--- config.mk ---
export PLATFORM = sky130hd
export DESIGN_NAME = axil_reg_bridge_flat
export DESIGN_NICKNAME = d
export VERILOG_FILES = /design/src/rtl/axil_reg_bridge_if.sv /design/src/rtl/axil_reg_bridge.sv /design/src/flat_wrapper.sv
export SDC_FILE = /design/constraint.sdc
export NUM_CORES = 1
export LEC_CHECK = 0
export ABC_AREA = 1
export BUFFER_PORTS_ARGS = -buffer_cell sky130_fd_sc_hd__buf_2
export CAP_MARGIN = 30
export CORE_ASPECT_RATIO = 1.75
export CORE_UTILIZATION = 43
export CTS_BUF_LIST = sky130_fd_sc_hd__clkbuf_4
export CTS_CLUSTER_DIAMETER = 200
export CTS_CLUSTER_SIZE = 40
export DETAILED_ROUTE_END_ITERATION = 10
export PLACE_DENSITY = 0.82
export SLEW_MARGIN = 20
export SYNTH_ARGS = -nofsm -noshare
export SYNTH_HDL_FRONTEND = slang
export SYNTH_SLANG_ARGS = --single-unit
--- constraint.sdc ---
create_clock -name clk -period 1.7 [get_ports clk]
set_clock_uncertainty 0.2 [all_clocks]
set_input_delay 0 -clock clk [delete_from_list [all_inputs] [get_ports clk]]
set_output_delay 0 -clock clk [all_outputs]
set_load 0.005 [all_outputs]
--- src/rtl/axil_reg_bridge_if.sv ---
// AXI4-Lite subordinate-side bus bundle used between the interconnect and the
// register bridge; "slave" is the bridge view, "master" the interconnect view.
interface axil_reg_bridge_if #(
  parameter int AXI_ADDR_WIDTH = 32,
  parameter int DATA_WIDTH     = 32
);
  localparam int STRB_W = DATA_WIDTH / 8;

  logic [AXI_ADDR_WIDTH-1:0] s_awaddr;
  logic                      s_awvalid;
  logic                      s_awready;
  logic [DATA_WIDTH-1:0]     s_wdata;
  logic [STRB_W-1:0]         s_wstrb;
  logic                      s_wvalid;
  logic                      s_wready;
  logic [1:0]                s_bresp;
  logic                      s_bvalid;
  logic                      s_bready;
  logic [AXI_ADDR_WIDTH-1:0] s_araddr;
  logic                      s_arvalid;
  logic                      s_arready;
  logic [DATA_WIDTH-1:0]     s_rdata;
  logic [1:0]                s_rresp;
  logic                      s_rvalid;
  logic                      s_rready;

  modport slave (
    input  s_awaddr, s_awvalid, output s_awready,
    input  s_wdata, s_wstrb, s_wvalid, output s_wready,
    output s_bresp, s_bvalid, input s_bready,
    input  s_araddr, s_arvalid, output s_arready,
    output s_rdata, s_rresp, s_rvalid, input s_rready
  );

  modport master (
    output s_awaddr, s_awvalid, input s_awready,
    output s_wdata, s_wstrb, s_wvalid, input s_wready,
    input  s_bresp, s_bvalid, output s_bready,
    output s_araddr, s_arvalid, input s_arready,
    input  s_rdata, s_rresp, s_rvalid, output s_rready
  );
endinterface

--- src/rtl/axil_reg_bridge.sv ---
// AXI4-Lite subordinate that turns bus transactions into a simple register-file
// port; independent single-outstanding write (AW/W/B) and read (AR/R) engines.
module axil_reg_bridge #(
  parameter int ADDR_WIDTH     = 4,
  parameter int DATA_WIDTH     = 32,
  parameter int AXI_ADDR_WIDTH = 32
) (
  input  logic                  clk,
  input  logic                  rst_n,
  axil_reg_bridge_if.slave      axi,
  output logic                  write_en,
  output logic [ADDR_WIDTH-1:0] write_addr,
  output logic [DATA_WIDTH-1:0] write_data,
  output logic [ADDR_WIDTH-1:0] read_addr,
  input  logic [DATA_WIDTH-1:0] read_data
);
  localparam int STRB_W = DATA_WIDTH / 8;
  localparam logic [1:0] RESP_OKAY   = 2'b00;
  localparam logic [1:0] RESP_SLVERR = 2'b10;

  typedef enum logic [1:0] {W_IDLE, W_EXEC, W_RESP} wstate_t;
  typedef enum logic [1:0] {R_IDLE, R_FETCH, R_RESP} rstate_t;

  wstate_t wstate, wstate_nxt;
  rstate_t rstate, rstate_nxt;

  logic                  rdy_en;
  logic                  aw_held, w_held;
  logic [STRB_W-1:0]     wstrb_q;
  logic [DATA_WIDTH-1:0] rdata_q;
  logic [1:0]            rresp_q;
  logic                  aw_take, w_take, ar_take;
  logic                  w_legal, r_misaligned;
  logic                  bvalid, rvalid;
  logic                  unused_addr_bits;

  assign unused_addr_bits = ^{axi.s_awaddr[AXI_ADDR_WIDTH-1:ADDR_WIDTH],
                              axi.s_araddr[AXI_ADDR_WIDTH-1:ADDR_WIDTH]};

  // Readies stay low until the first edge after reset release.
  always_ff @(posedge clk or negedge rst_n) begin
    if (!rst_n) rdy_en <= 1'b0;
    else        rdy_en <= 1'b1;
  end

  assign axi.s_awready = (wstate == W_IDLE) && rdy_en && !aw_held;
  assign axi.s_wready  = (wstate == W_IDLE) && rdy_en && !w_held;
  assign axi.s_arready = (rstate == R_IDLE) && rdy_en;

  assign aw_take = axi.s_awready && axi.s_awvalid;
  assign w_take  = axi.s_wready  && axi.s_wvalid;
  assign ar_take = axi.s_arready && axi.s_arvalid;

  assign w_legal      = (write_addr[1:0] == 2'b00) && (&wstrb_q);
  assign r_misaligned = (read_addr[1:0] != 2'b00);

  always_ff @(posedge clk or negedge rst_n) begin
    if (!rst_n) begin
      wstate <= W_IDLE;
      rstate <= R_IDLE;
    end else begin
      wstate <= wstate_nxt;
      rstate <= rstate_nxt;
    end
  end

  always_comb begin
    wstate_nxt = wstate;
    write_en   = 1'b0;
    bvalid     = 1'b0;
    case (wstate)
      W_IDLE: if ((aw_held || aw_take) && (w_held || w_take)) wstate_nxt = W_EXEC;
      W_EXEC: begin
        write_en   = w_legal;
        wstate_nxt = W_RESP;
      end
      W_RESP: begin
        bvalid = 1'b1;
        if (axi.s_bready) wstate_nxt = W_IDLE;
      end
      default: wstate_nxt = W_IDLE;
    endcase
  end

  always_comb begin
    rstate_nxt = rstate;
    rvalid     = 1'b0;
    case (rstate)
      R_IDLE:  if (ar_take) rstate_nxt = R_FETCH;
      R_FETCH: rstate_nxt = R_RESP;
      R_RESP: begin
        rvalid = 1'b1;
        if (axi.s_rready) rstate_nxt = R_IDLE;
      end
      default: rstate_nxt = R_IDLE;
    endcase
  end

  assign axi.s_bvalid = bvalid;
  assign axi.s_bresp  = (bvalid && !w_legal) ? RESP_SLVERR : RESP_OKAY;
  assign axi.s_rvalid = rvalid;
  assign axi.s_rdata  = rdata_q;
  assign axi.s_rresp  = rresp_q;

  // AW and W are captured independently; both hold flags clear as the write executes.
  always_ff @(posedge clk or negedge rst_n) begin
    if (!rst_n) begin
      aw_held    <= 1'b0;
      w_held     <= 1'b0;
      write_addr <= '0;
      write_data <= '0;
      wstrb_q    <= '0;
    end else begin
      if (aw_take) begin
        aw_held    <= 1'b1;
        write_addr <= axi.s_awaddr[ADDR_WIDTH-1:0];
      end
      if (w_take) begin
        w_held     <= 1'b1;
        write_data <= axi.s_wdata;
        wstrb_q    <= axi.s_wstrb;
      end
      if (wstate == W_EXEC) begin
        aw_held <= 1'b0;
        w_held  <= 1'b0;
      end
    end
  end

  // Read data is sampled at the end of R_FETCH, before any same-cycle register write lands.
  always_ff @(posedge clk or negedge rst_n) begin
    if (!rst_n) begin
      read_addr <= '0;
      rdata_q   <= '0;
      rresp_q   <= RESP_OKAY;
    end else begin
      if (ar_take) read_addr <= axi.s_araddr[ADDR_WIDTH-1:0];
      if (rstate == R_FETCH) begin
        rdata_q <= r_misaligned ? '0 : read_data;
        rresp_q <= r_misaligned ? RESP_SLVERR : RESP_OKAY;
      end
    end
  end
endmodule
--- src/flat_wrapper.sv ---
// flat-port wrapper written by rule: the top's interface ports become plain ports
module axil_reg_bridge_flat 
#(
  parameter int ADDR_WIDTH     = 4,
  parameter int DATA_WIDTH     = 32,
  parameter int AXI_ADDR_WIDTH = 32
)
  (clk, rst_n, write_en, write_addr, write_data, read_addr, read_data, axi_s_awaddr, axi_s_awvalid, axi_s_awready, axi_s_wdata, axi_s_wstrb, axi_s_wvalid, axi_s_wready, axi_s_bresp, axi_s_bvalid, axi_s_bready, axi_s_araddr, axi_s_arvalid, axi_s_arready, axi_s_rdata, axi_s_rresp, axi_s_rvalid, axi_s_rready);
  axil_reg_bridge_if #(.AXI_ADDR_WIDTH(AXI_ADDR_WIDTH), .DATA_WIDTH(DATA_WIDTH)) axi_i ();
  input  logic clk;
  input  logic rst_n;
  output logic write_en;
  output logic [ADDR_WIDTH-1:0] write_addr;
  output logic [DATA_WIDTH-1:0] write_data;
  output logic [ADDR_WIDTH-1:0] read_addr;
  input  logic [DATA_WIDTH-1:0] read_data;
  input wire logic [$bits(axi_i.s_awaddr)-1:0] axi_s_awaddr;
  input wire logic [$bits(axi_i.s_awvalid)-1:0] axi_s_awvalid;
  output wire logic [$bits(axi_i.s_awready)-1:0] axi_s_awready;
  input wire logic [$bits(axi_i.s_wdata)-1:0] axi_s_wdata;
  input wire logic [$bits(axi_i.s_wstrb)-1:0] axi_s_wstrb;
  input wire logic [$bits(axi_i.s_wvalid)-1:0] axi_s_wvalid;
  output wire logic [$bits(axi_i.s_wready)-1:0] axi_s_wready;
  output wire logic [$bits(axi_i.s_bresp)-1:0] axi_s_bresp;
  output wire logic [$bits(axi_i.s_bvalid)-1:0] axi_s_bvalid;
  input wire logic [$bits(axi_i.s_bready)-1:0] axi_s_bready;
  input wire logic [$bits(axi_i.s_araddr)-1:0] axi_s_araddr;
  input wire logic [$bits(axi_i.s_arvalid)-1:0] axi_s_arvalid;
  output wire logic [$bits(axi_i.s_arready)-1:0] axi_s_arready;
  output wire logic [$bits(axi_i.s_rdata)-1:0] axi_s_rdata;
  output wire logic [$bits(axi_i.s_rresp)-1:0] axi_s_rresp;
  output wire logic [$bits(axi_i.s_rvalid)-1:0] axi_s_rvalid;
  input wire logic [$bits(axi_i.s_rready)-1:0] axi_s_rready;
  assign axi_i.s_awaddr = axi_s_awaddr;
  assign axi_i.s_awvalid = axi_s_awvalid;
  assign axi_s_awready = axi_i.s_awready;
  assign axi_i.s_wdata = axi_s_wdata;
  assign axi_i.s_wstrb = axi_s_wstrb;
  assign axi_i.s_wvalid = axi_s_wvalid;
  assign axi_s_wready = axi_i.s_wready;
  assign axi_s_bresp = axi_i.s_bresp;
  assign axi_s_bvalid = axi_i.s_bvalid;
  assign axi_i.s_bready = axi_s_bready;
  assign axi_i.s_araddr = axi_s_araddr;
  assign axi_i.s_arvalid = axi_s_arvalid;
  assign axi_s_arready = axi_i.s_arready;
  assign axi_s_rdata = axi_i.s_rdata;
  assign axi_s_rresp = axi_i.s_rresp;
  assign axi_s_rvalid = axi_i.s_rvalid;
  assign axi_i.s_rready = axi_s_rready;
  axil_reg_bridge #(.ADDR_WIDTH(ADDR_WIDTH), .DATA_WIDTH(DATA_WIDTH), .AXI_ADDR_WIDTH(AXI_ADDR_WIDTH)) u_core (.clk(clk), .rst_n(rst_n), .axi(axi_i), .write_en(write_en), .write_addr(write_addr), .write_data(write_data), .read_addr(read_addr), .read_data(read_data));
endmodule
==> Word-level counts from Yosys, hierarchy flattened <==
Cells that the tools add are included.
{ "totals": {"input_bits": 139, "output_inout_bits": 82, "wordCells": 59, "register_bits": 85} }
{ "op_classes": {"muxes": 16, "n_reduce_logical": 24, "eq_ne": 8} }
{ "op_table": {"columns": ["operator", "count"], "rows": [
  ["two-way mux 32 bit", 1],
  ["two-way mux 2 bit", 6],
  ["one-hot mux 2 bit (3 select lines)", 2],
  ["logical AND 1 bit", 10],
  ["two-way mux 1 bit", 7],
  ["zero test 2 bit", 3],
  ["!= test 2 bit, second input constant", 3],
  ["nonzero test 2 bit", 3],
  ["== test 2 x 1 -> 1 bit, second input constant", 2],
  ["== test 2 bit, second input constant", 2],
  ["AND reduction 2 bit", 2],
  ["AND reduction 4 bit", 1],
  ["zero test 1 bit", 3],
  ["logical OR 1 bit", 2],
  ["!= test 2 x 1 -> 1 bit, second input constant", 1]
]} }

==> Logic depth before layout (Yosys ltp) <==
Gate-level depths: netlist of the first run.
{ "logic_depth": {"ltp_word": 8, "mapped_depth": 6, "ltp_nobuf": 6} }

==> Worst setup path after synthesis of the first run <==
OpenSTA, ideal clock, no wires.
{ "synth_path": {"kind": "register to register", "start": "register u_core.wstate[0]", "end": "register u_core.write_data[10]", "period_less_slack_ns": 1.393, "path_stages_with_launch": 6, "arrival_ns": 1.075, "path_buffers": 1, "setup_time_ns": 0.118, "slack_ns": 0.307, "required_time_ns": 1.382, "cell_sequence": "dfrtp_1 > nor2_4 > nand4_2 > clkbuf_1 > nand2_1 > nand2_1"} }
{ "synth_between": {"elab_chain_len": 4} }
{ "synth_lines": {"columns": ["element", "line_no", "source"], "rows": [
  ["from (decl)", "axil_reg_bridge.sv:24", "wstate_t wstate, wstate_nxt;"],
  ["from (signal assigned)", "axil_reg_bridge.sv:62", "wstate <= wstate_nxt;"],
  ["zero test 2 bit", "axil_reg_bridge.sv:47", "assign axi.s_wready = (wstate == W_IDLE) && rdy_en && !w_held;"],
  ["logical AND 1 bit (2 in a row)", "axil_reg_bridge.sv:47", null],
  ["logical AND 1 bit", "axil_reg_bridge.sv:51", "assign w_take = axi.s_wready && axi.s_wvalid;"],
  ["to (signal assigned)", "axil_reg_bridge.sv:120", "write_data <= axi.s_wdata;"],
  ["to (decl)", "axil_reg_bridge.sv:13", "output logic [DATA_WIDTH-1:0] write_data,"]
]} }
No other way between the ends.
A chain may end at the register's enable or synchronous reset.

==> Worst setup path after layout of the first run <==
{ "layout_path": {"start": "register u_core.wstate[1]", "end": "output axi_s_bresp[1]"} }
{ "layout_between": {"elab_chain_len": 4} }
{ "layout_lines": {"columns": ["element", "line_no", "source"], "rows": [
  ["== test 2 bit", "axil_reg_bridge.sv:71", "case (wstate)"],
  ["two-way mux 1 bit", "axil_reg_bridge.sv:71", null],
  ["logical AND 1 bit", "axil_reg_bridge.sv:100", "assign axi.s_bresp = (bvalid && !w_legal) ? RESP_SLVERR : RESP_OKAY;"],
  ["two-way mux 2 bit", "axil_reg_bridge.sv:100", null],
  ["to (decl)", "flat_wrapper.sv:24", "output wire logic [$bits(axi_i.s_bresp)-1:0] axi_s_bresp;"]
]} }
No other way between the ends.

==> parameters.txt, run 1 <==
Parameter                              Value

Cells and area
  Diodes inserted ... 0
  Fillcell total ... 495
  Fraction of final layout cells with drive strength greater than 1 ... about a third
  Count of nets after finishing ... 764
  Area growth from synthesis to layout ... 61.8%
  Post-route core utilization ... 71.5%

Die
  Effective utilization at floorplan ... roughly 44%
  Total number of placement rows ... 42
  Die width ... 68.4 um
  Number of top-level pins ... approximately 220
  Floorplan die area ... 8090 um^2
  Area of the core ... 7510 um^2
  Die outline height ... 118 um

Clocking
  Number of CTS-inserted buffers ... 9
  Total number of clock tree sinks ... 84
  Level count of the clock H-tree ... 3
  TritonCTS clock tree ... done
  Clock root cell ... clkbuf_4
  Insertion delay to the later sink of the worst-skew pair ... 440 ps
  Clk slew on worst S/H paths ... 160 ps
  Maximum count of clock buffers along a single path ... 2

Global route
  Number of antenna violations at the first check in global routing ... 0
  Residual overflow from global routing ... 0
  GRT Overall Usage ... 27.5%
  Vias in the first global route ... 3701
  Pin count of the biggest net entering global routing ... 85
  First-pass GRT wire length ... 16500 um

Routing
  First drt pass iteration count ... 4
  Vias after detailed routing ... around 3600
  Average wire per standard cell ... about 15 um
  Initial DRC count ... 220
  Vias per std cell ... between 4 and 5
  DRC violations left ... 0
  Antenna violation net count after detailed routing ... 0
  Overall routed net length ... 10800 um

Place
  Detailed-placement wirelength estimate ... ~5700 um
  Pre-CTS setup slack ... between 200 and 250 ps
  Weighted congestion at the end of routability-driven global placement ... 0.773
  Number of buffers inserted by port buffering ... 162

Critical path
  Critical path required time ... 1500 ps
  Category of cells accounting for the largest share of critical-path delay ... flip-flops
  Worst-path maximum fanout ... 2
  Worst path slowest cell ... dfrtp_1
  Buffers & Inverters on Critical Path ... 4
  Critical path capture point type ... primary output
  Critical path launch point type ... flip-flop
  Cell-by-cell trace of the critical path ... buf_6, inv_4, nor2_4, inv_2, a21oi_2, buf_2
  Worst stage delay on the critical path ... 440 ps
  Setup CP Type ... reg -> out
  Data arrival, critical path ... between 1000 and 1500 ps

Synth
  Dominant synthesized flop cell ... dfrtp_1
  Combined area of all synthesized cells ... 3320 um^2
  Avg Inst Size Synth ... 8.95 um^2
  Count of state elements after synthesis ... between 80 and 90
  Ys Warns ... 0
  Proportion of register bits with asynchronous set or reset after synthesis ... 100%
  Synthesized netlist cell count ... 371
  EDFF count, synth ... 0
  Part of the Yosys area used for sequential elements ... 63.3%
  Synth cell types ... 20

Pwr
  Largest voltage drop on the vdd net ... 0.923 mV
  Standby leakage power ... a little over 0.003 uW
  Cell area power density ... 1380 nW/um^2
  Power after layout ... roughly 7400 uW

STA
  Final setup vio count ... 0
  Share of the clock period used by the worst path ... 97.1%
  Final Max Tran Viols ... 0
  Peak clock frequency supported by timing ... 606 MHz
  RSZ-0062 raised after global routing ... true
  Tmin final ... 1650 ps
  Total negative slack for setup checks ... 0 ps
  Least setup slack across all paths after layout ... 48.6 ps
  Final Hold Violating Endpoints ... 0

Outcome
  Run status ... finished, final reports clean

Flow run
  Max-capacitance violation count ... 0

Min path
  Worst hold path type ... in -> reg
## cells in the mapped netlist (2+ instances only)
cell type	n	area, um^2
a21oi_1	3	15.0
buf_2	5	25.0
buf_4	5	37.5
clkbuf_1	7	26.3
conb_1	2	7.51
dfrtp_1	84	2100
inv_1	9	33.8
nand2_1	194	728
nand2_2	2	12.5
nand3_1	40	200
nor2_1	9	33.8
nor2_4	2	22.5
o21ai_0	2	10.0
## cell families (layout without fill, tap and decap cells)
family	after synthesis	count (layout)	synth area share [%]
and+or+nand+nor	251	251	31.5
other	2	3	0.226
AOI/OAI and AO/OA	7	7	1.17
DFF	84	84	63.3
buffers and inverters	27	285	3.81
## power by group
group	leakage [uW]	internal, uW	switching (uW)
clock network	0.0000788	602	713
registers	0.00106	2770	499
logic	0.00188	1380	1440
total	0.00303	4760	2650
## sequential cells by signal (all words and copies together), names as in the netlist
signal,cells
u_core.aw_held,1
u_core.rstate,2
u_core.rdy_en,1
u_core.axi.s_rresp,1
u_core.write_addr,4
u_core.axi.s_rdata,32
u_core.read_addr,4
u_core.w_held,1
u_core.wstate,2
u_core.wstrb_q,4
u_core.write_data,32
## layer usage
metal  GRT usage, %  vias up  wire [um]
li1               -     1651          -
met1           29.8     1676       4000
met2           47.8      200       5680
met3           5.60       34        752
met4           14.5        0        388
met5              0        -          0
## cells in the final DEF (no fill, tap or decap), drive strengths merged
cell type / netlist / layout
buf: 11 / 176
bufinv: 0 / 2
clkinv: 0 / 1
nand3: 40 / 40
dlygate4sd3: 0 / 83
a31oi: 1 / 1
nand4: 1 / 1
clkbuf: 7 / 9
a21oi: 3 / 3
nor3b: 1 / 1
inv: 9 / 10
bufbuf: 0 / 1
dfrtp: 84 / 84
nand2: 196 / 196
o21ai: 2 / 2
nor2: 12 / 12
conb: 2 / 3
o21bai: 1 / 1
clkinvlp: 0 / 3
nor3: 1 / 1
## stage by stage
stage	instance area (um^2)	hold WS (ps)	cells
detailed placement	4250	-134	612
CTS	5330	40.4	717
floorplan	3320	-496	372
global placement	4250	-142	612
global route	5370	62.4	718
finish	5370	65.7	718
## path summary, 6_finish.rpt
check                                      startpoint                      to  slack, ps  cells after the start
worst min register to register  u_core.write_data[19]   u_core.write_data[19]        300                      2
worst min-delay path                     read_data[4]   u_core.axi.s_rdata[4]         70                      4
min in group asynchronous                       rst_n  u_core.axi.s_rdata[11]        500                      4
max in group asynchronous                       rst_n   u_core.write_data[15]        430                      4
worst max register to register       u_core.wstate[0]    u_core.write_data[9]         80                      7
worst max-delay path                 u_core.wstate[1]          axi_s_bresp[1]         50                      6
## worst reg2reg max path, delay by kind of cell, from the launching register on
family | cells | cell delay, ps
and+or+nand+nor | 5 | 500
DFF | 1 | 450
buffers and inverters | 2 | 410
## layout make-up
class	instances	area, um^2	share of cell area (%)
clock buffers	9	67.6	1.26
clock inverters	7	100	1.86
inverters	9	36.3	0.676
multi-input cells	261	1120	20.9
flip-flops and latches	84	2100	39.1
well taps	88	110	2.05
repair buffers	260	1830	34.1
## what timing repair did
item | in CTS | in global routing
cloned | 1 | 0
setup endpoints to repair | 2 | 18
resized for setup | 1 | 13
endpoints found under the hold margin | 166 | 0
hold buffers | 83 | 0
pin swaps | 2 | 5
buffers inserted | 5 | 1
(Power assumes the default switching activity.)
==> inputs of run 2 (changes only) <==
--- a/config.mk
+++ b/config.mk
@@ -15,6 +15,7 @@
 export CTS_CLUSTER_SIZE = 40
 export DETAILED_ROUTE_END_ITERATION = 10
 export PLACE_DENSITY = 0.82
+export RECOVER_POWER = 25
 export SLEW_MARGIN = 20
 export SYNTH_ARGS = -nofsm -noshare
 export SYNTH_HDL_FRONTEND = slang
==> run 2 against run 1 <==
Die area is the same. Design area decreased by 0.82%. Global-route usage unchanged. Worst hold slack improved by 5.0 ps. Routed wire length increased by 0.20%. Clock-buffer cell count stayed put. Critical endpoint unchanged.
==> parameters.txt, run 2 (synthesis results as in run 1) <==
Parameter                              Value

Cells and area
  Diodes inserted ... 0 (unchanged)
  Most frequent cells in the layout ... nand2_1, buf_2, dfrtp_1, dlygate4sd3_1, nand3_1
  Leading cell type in the layout, fill and taps excluded ... nand2_1
  Fillcell total ... 519 (+4.8%)
  Post-route non-filler standard cell count ... 718 (unchanged)
  Count of nets after finishing ... 764 (unchanged)
  Area growth from synthesis to layout ... 60.5%
  Fraction of final layout cells with drive strength greater than 1 ... 27.5% (-5.6 points)
  Post-Layout Inst Area ... 5330 um^2 (-0.82%)

Pwr
  Cell area power density ... 1380 nW/um^2 (-0.18%)
  Power after layout ... 7340 uW (-0.99%)
  Standby leakage power ... 0.00291 uW (-3.9%)
  Largest voltage drop on the vdd net ... 0.924 mV (about the same)

Clocking
  Maximum count of clock buffers along a single path ... 2 (unchanged)
  TritonCTS clock tree ... done
  Total number of clock tree sinks ... 84 (unchanged)
  Insertion delay to the later sink of the worst-skew pair ... 440 ps (about the same)
  Level count of the clock H-tree ... 3 (unchanged)
  Clock root cell ... clkbuf_4
  Clk slew on worst S/H paths ... 160 ps (about the same)
  Number of CTS-inserted buffers ... 9 (unchanged)

Critical path
  Setup CP Type ... reg -> out
  Data arrival, critical path ... 1450 ps (about the same)
  End of the worst register-to-register path ... u_core.write_data[9]
  Cell-by-cell trace of the critical path ... buf_6, inv_4, nor2_4, inv_2, a21oi_2, buf_2
  Worst R2R Setup Slack ... 80 ps (about the same)
  Worst path slowest cell ... dfrtp_1
  Worst stage delay on the critical path ... 440 ps (about the same)
  Critical path launch point type ... flip-flop
  Worst-path maximum fanout ... 2 (unchanged)
  Reg2reg start ... u_core.wstate[0]
  Critical path capture point type ... primary output
  Critical path required time ... 1500 ps (about the same)
  Register-to-Register Path Depth ... 7 (unchanged)

Routing
  Initial DRC count ... 236 (+7.3%)
  Antenna violation net count after detailed routing ... 0 (unchanged)
  Average wire per standard cell ... 15.1 um (+0.20%)
  Vias after detailed routing ... 3542 (-0.53%)
  DRC violations left ... 0 (unchanged)
  Vias per std cell ... 4.93 (-0.53%)
  Overall routed net length ... 10800 um (+0.20%)
  First drt pass iteration count ... 4 (unchanged)

Die
  Total number of placement rows ... 42 (unchanged)
  Die outline height ... 118 um (unchanged)
  Die width ... 68.4 um (unchanged)
  Floorplan die area ... 8090 um^2 (unchanged)
  Number of top-level pins ... 221 (unchanged)
  Area of the core ... 7510 um^2 (unchanged)
  Effective utilization at floorplan ... 44.2% (unchanged)

Place
  Detailed-placement wirelength estimate ... 5690 um (unchanged)
  Placed cell count ... 612 (unchanged)
  Post-DP Area ... 4250 um^2 (unchanged)
  Number of buffers inserted by port buffering ... 162 (unchanged)
  Weighted congestion at the end of routability-driven global placement ... 0.773 (unchanged)

STA
  RSZ-0062 raised after global routing ... true
  Tmin final ... 1650 ps (-2.53 ps)
  Peak clock frequency supported by timing ... 606 MHz (+0.15%)
  Final Hold Violating Endpoints ... 0 (unchanged)
  Final Max Tran Viols ... 0 (unchanged)
  Share of the clock period used by the worst path ... 97.0% (-0.15 points)
  Final setup vio count ... 0 (unchanged)
  Total negative slack for setup checks ... 0 ps (unchanged)

Flow run
  Max-capacitance violation count ... 0 (unchanged)

Global route
  Number of antenna violations at the first check in global routing ... 0 (unchanged)
  First-pass GRT wire length ... 16500 um (unchanged)
  Residual overflow from global routing ... 0 (unchanged)
  Vias in the first global route ... 3701 (unchanged)
  GRT Overall Usage ... 27.5% (unchanged)
  Pin count of the biggest net entering global routing ... 85 (unchanged)

Min path
  Hold Crit Start ... read_data[4]
  WHS Endpoint ... u_core.axi.s_rdata[4]
  Worst hold path type ... in -> reg
  Hold-critical path depth ... 4 (unchanged)

Outcome
  Run status ... finished, final reports clean
-- run 2: worst max path at each step --
stage                startpoint                    end  slack (ps)  cells past startpoint
2_1_floorplan  u_core.wstate[0]  u_core.write_data[10]         310                      5
3_3_place_gp   u_core.wstate[0]   u_core.write_addr[0]         240                      6
3_5_place_dp   u_core.wstate[0]   u_core.write_addr[3]         200                      6
4_1_cts        u_core.wstate[1]               write_en           2                      5
5_1_grt        u_core.wstate[1]         axi_s_bresp[1]         -40                      6
6_report       u_core.wstate[1]         axi_s_bresp[1]          50                      6
-- run 2: routing by layer --
metal	track usage [%]	wire length, um	vias up
met4	14.5	361	0
met5	0	0	-
met1	29.8	3960	1670
li1	-	-	1653
met2	47.8	5730	189
met3	5.60	789	30
-- run 2: area by class of cell --
| class | instances | area (um^2) | share of cell area [%] |
|---|---|---|---|
| inverter | 9 | 36.3 | 0.681 |
| multi-input combinational | 261 | 1120 | 21.0 |
| timing repair buffer | 260 | 1790 | 33.6 |
| clock inverter | 7 | 100 | 1.88 |
| tap | 88 | 110 | 2.07 |
| clock buffer | 9 | 67.6 | 1.27 |
| sequential | 84 | 2100 | 39.5 |
-- run 2: stage by stage --
step / worst slack (ps) / hold slack (ps) / utilization (%)
after global placement: 236 / -142 / 56.6
final: 51.2 / 70.7 / 70.9
after global routing: -37.0 / 62.4 / 70.9
after detailed placement: 205 / -134 / 56.6
after CTS: 2.33 / 40.4 / 70.9
after floorplan: 307 / -496 / -
-- run 2: report_power, final --
part,total [uW],switching [uW],internal [uW]
clock,1320,716,602
combinational,2730,1440,1290
sequential,3280,510,2770
-- run 2: worst max-delay path, delay by kind of cell, from the launching register on --
kind            cells  cell delay [ps]
flops               1              440
buf+inv             4              350
simple gates        1              130
compound gates      1              100
-- run 2: what timing repair did --
item | CTS | global route
setup endpoints to repair | 2 | 18
cloned | 1 | 0
hold buffers | 83 | 0
endpoints found under the hold margin | 166 | 0
gates resized for setup | 1 | 13
buffers inserted | 5 | 1
pin swaps | 2 | 5
